## config.mk

```make
export PLATFORM = sky130hd
export DESIGN_NAME = adder_arbiter
export DESIGN_NICKNAME = d
export VERILOG_FILES = /design/src/rtl/adder_arbiter.sv
export SDC_FILE = /design/constraint.sdc
export NUM_CORES = 1
export LEC_CHECK = 0
export CAP_MARGIN = 20
export CORE_ASPECT_RATIO = 0.5
export CORE_MARGIN = 5
export CORE_UTILIZATION = 38
export DETAILED_ROUTE_END_ITERATION = 6
export PLACE_DENSITY = 0.93
export SYNTH_ARGS = -nofsm -noshare
export SYNTH_HDL_FRONTEND = slang
export SYNTH_SLANG_ARGS = --single-unit
```

## constraint.sdc

```tcl
create_clock -name clk -period 4 [get_ports clk]
set_clock_uncertainty 0.1 [all_clocks]
set_input_delay 0.4 -clock clk [delete_from_list [all_inputs] [get_ports clk]]
set_output_delay 0.4 -clock clk [all_outputs]
set_load 0.02 [all_outputs]
```

## src/rtl/adder_arbiter.sv

```systemverilog
// Round-robin arbiter sharing one adder between NREQ requesters.
// Registered sum/carry/id response with valid/ready backpressure.
module adder_arbiter #(
    parameter int WIDTH = 8,
    parameter int NREQ  = 4
) (
    input  logic                      clk,
    input  logic                      rst,
    input  logic [NREQ-1:0]           req_valid,
    input  logic [NREQ*WIDTH-1:0]     req_a,
    input  logic [NREQ*WIDTH-1:0]     req_b,
    output logic [NREQ-1:0]           req_ready,
    output logic                      rsp_valid,
    input  logic                      rsp_ready,
    output logic [WIDTH-1:0]          rsp_y,
    output logic                      rsp_carry,
    output logic [$clog2(NREQ)-1:0]   rsp_id
);

    localparam int IDW = $clog2(NREQ);

    localparam logic [0:0] EMPTY = 1'b0;
    localparam logic [0:0] FULL  = 1'b1;

    logic [0:0]      state;
    logic [IDW-1:0]  rr_ptr;
    logic [IDW-1:0]  ptr_eff;
    logic [IDW-1:0]  ptr_nxt;
    logic [IDW-1:0]  win_id;
    logic            win_found;
    logic [NREQ-1:0] win_oh;
    logic            accept_en;
    logic            grant;
    logic [WIDTH-1:0] a_sel;
    logic [WIDTH-1:0] b_sel;
    logic [WIDTH:0]  sum;

    assign rsp_valid = (state == FULL);
    assign accept_en = !rsp_valid || rsp_ready;

    // Out-of-range pointer encodings restart the scan at requester 0.
    assign ptr_eff = (int'(rr_ptr) < NREQ) ? rr_ptr : '0;

    always_comb begin
        int idx;
        idx       = 0;
        win_found = 1'b0;
        win_id    = '0;
        win_oh    = '0;
        for (int k = 0; k < NREQ; k++) begin
            idx = int'(ptr_eff) + k;
            if (idx >= NREQ) idx = idx - NREQ;
            if (!win_found && req_valid[idx]) begin
                win_found = 1'b1;
                win_id    = IDW'(idx);
            end
        end
        if (win_found) win_oh[win_id] = 1'b1;
    end

    assign req_ready = (!rst && accept_en) ? win_oh : '0;
    assign grant     = |req_ready;

    assign a_sel = req_a[int'(win_id)*WIDTH +: WIDTH];
    assign b_sel = req_b[int'(win_id)*WIDTH +: WIDTH];
    assign sum   = {1'b0, a_sel} + {1'b0, b_sel};

    assign ptr_nxt = (int'(win_id) == NREQ-1) ? '0 : win_id + 1'b1;

    always_ff @(posedge clk) begin
        if (rst) begin
            state     <= EMPTY;
            rsp_y     <= '0;
            rsp_carry <= 1'b0;
            rsp_id    <= '0;
            rr_ptr    <= '0;
        end else if (grant) begin
            state              <= FULL;
            {rsp_carry, rsp_y} <= sum;
            rsp_id             <= win_id;
            rr_ptr             <= ptr_nxt;
        end else if (rsp_valid && rsp_ready) begin
            state <= EMPTY;
        end
    end

endmodule

```

==> flow_summary.ini <==
[logic_synthesis]
synth.avg_cell_area_um2 = 8.85
synth-seq-cells = 14
ys.warnings.count = 0
synth_top_cell_area_share_pct = 32.1
synth_area_um2 = 1500
synth-edff-count = 0
syn-num-nets = 253
async_flop_share_pct = 0
syn-instance-count = 169
yosys.area.top_type = mux2i_1
yosys-top-cells-area = mux2i_1, dfxtp_1, ha_1
synth-seq-area-share_pct = 18.7
yosys.cell_types.count = 35
synth-main-ff-cell = dfxtp_1

[run]
drv_cap = 0

[clock_tree]
cts_tree = built
numClockSinks = 14
clk_path_buf_depth = 2
clk_pin_slew_ns = 0.06
clock_latency_ns = 0.24
numCtsBuffers = 3
cts_resized = 0
h-tree-depth = 1
postCtsHoldBufs = 0
cts-root-buf = clkbuf_8
cts_setup_buffers = 0

[worst_setup_path]
cp_slowest_cell = clkdlybuf4s50_1
critical_path_buf_inv_count = 1
cp_data_arrival_time_ns = 3.83
crit_path_frequent_cell = mux2i_1
cp_top_family = compound AO/OA/AOI/OAI gates
crit_chain = clkdlybuf4s50_1 -> a21o_1 -> a21oi_1 -> o22a_2 -> mux2i_1 -> mux2i_1 -> ha_1 -> fa_1 -> a211oi_1 -> nor2_1 -> or4_1 -> a311oi_1 -> nor3_1
crit_path_end_kind = flop
r2r-end = rsp_carry$_SDFFE_PP0P_
max_stage_delay_ns = 0.46
cp-start-kind = input pin
startpoint = req_valid[0]
path_class = in2reg
r2r_setup_slack_ns = 0.45
r2r_cells = 12
critical_path_required_ns = 4.00
r2r_start = ptr_eff[1]$_SDFFE_PP0P_
path_max_fanout = 9

[status]
status = finished clean

[routing]
routed_wl_um = 4920
via_per_inst = 5.43
drtAntennaViolNets = 0
drc = 0
num_vias = 1693
drt_pass1_iterations = 5
wire_per_inst_um = 15.8
drtIter0Drc = 106

[cells_and_area]
n_antenna_cell = 0
fin_nets = 343
final_cell_mix = clkdlybuf4s50_1, mux2i_1, a21oi_1, nand2_1, dfxtp_1
drive_gt1_share_pct = 6.98
layout_commonest_cell = clkdlybuf4s50_1
area_growth_pct = 68.0

[placement]
gp_congestion = 0.765
io_buffers = 86
dp_hpwl_um = 4130

[floorplanning]
dieArea_um2 = 5370
die_w_um = 98.7
rows = 16
io_pins = 87
initial_core_util_pct = 38.9
coreArea_um2 = 3840
die_height_um = 54.4

[global_routing]
grt_max_degree = 16
gr-usage-all-layers_pct = 18.3
grt_pass1_wl_um = 7850
grt_pass1_vias = 1763
overflow = 0
antenna_found_initial = 0

[power_and_ir_drop]
power_uw = 992
irDropWorstVdd_mv = 0.191
p_per_area_nw_per_um2 = 395
p_leak_nw = 1.00

[timing]
whs_ns = 0.352
fin_crit_sh_pct = 95.8
tns_ns = 0
hold_viol_final = 0
setup_viol = 0
maxSlewHeadroom_pct = 60.1
rsz0062_at_grt = no
min_period_ns = 3.83
worstMarginPinSlew_ns = 0.597
max_freq_mhz = 261
slew_viol_final = 0

[worst_hold_path]
hold_path.startpoint = rsp_y[4]$_SDFFE_PP0P_
hold-path-endpoint = rsp_y[4]$_SDFFE_PP0P_
whs_path_depth = 2
hp-class = reg2reg
[power breakdown]
part / total (mW) / internal, mW / switching [mW]
registers: 0.196 / 0.173 / 0.0223
clock network: 0.135 / 0.0871 / 0.0478
logic: 0.661 / 0.328 / 0.333
[registers in the layout (all words and copies together) (netlist names)]
name	count
ptr_eff	2
rsp_carry	1
rsp_id	2
rsp_valid	1
rsp_y	8
[Yosys cell counts, drive strengths merged (5+ instances only)]
library cell and count:
mux2i 48, o21ai 7, inv 5, ha 12
a211oi 5, nand2 15, a21oi 15, nor2 6
dfxtp 14, buf 7, and2 5
[per-layer routing]
metal / vias up / GRT usage, % / wire length, µm
met3: 23 / 3.18 / 255
li1: 802 / - / -
met5: - / 0 / 0
met4: 0 / 6.58 / 206
met2: 84 / 40.0 / 2670
met1: 784 / 18.0 / 1790
[cell type report]
cell class / instances / area [µm²]
fillers: 296 / 1330
inverters: 5 / 18.8
well taps: 54 / 67.6
flip-flops and latches: 14 / 280
repair buffers: 94 / 933
clock buffers: 4 / 55.1
multi-input cells: 141 / 1160
[worst reg2reg max path: cells and delay by family (launching register included)]
kind / cells / cell delay, ns
flip-flops: 1 / 0.36
multiplexers: 2 / 0.38
AND/OR/NAND/NOR: 3 / 0.63
adder cells (fa/ha/maj): 2 / 0.70
AO/OA/AOI/OAI: 5 / 1.24
[metrics by stage]
step	cell area [µm²]	util, %	instances	setup slack, ns
floorplan	1500	-	169	0.587
global placement	2460	63.9	308	0.205
detailed placement	2460	63.9	308	-0.00129
CTS	2510	65.4	312	0.227
global route	2510	65.4	312	0.0443
finish	2510	65.4	312	0.168
[worst max path at each step]
stage / cells after the start / endpoint
final: 13 / rsp_carry$_SDFFE_PP0P_
after global routing: 13 / rsp_carry$_SDFFE_PP0P_
after CTS: 13 / rsp_carry$_SDFFE_PP0P_
after detailed placement: 13 / rsp_carry$_SDFFE_PP0P_
after global placement: 13 / rsp_carry$_SDFFE_PP0P_
after floorplan: 14 / rsp_carry$_SDFFE_PP0P_
[logic make-up after synthesis]
kind of cell / count (synthesis) / synth area share (%)
adder cells (fa/ha/maj): 13 / 11.4
flip-flops: 14 / 18.7
AO/OA/AOI/OAI: 41 / 19.3
AND/OR/NAND/NOR: 36 / 11.9
XOR/XNOR: 3 / 1.76
buffers and inverters: 14 / 4.77
multiplexers: 48 / 32.1
(Power assumes the default switching activity.)
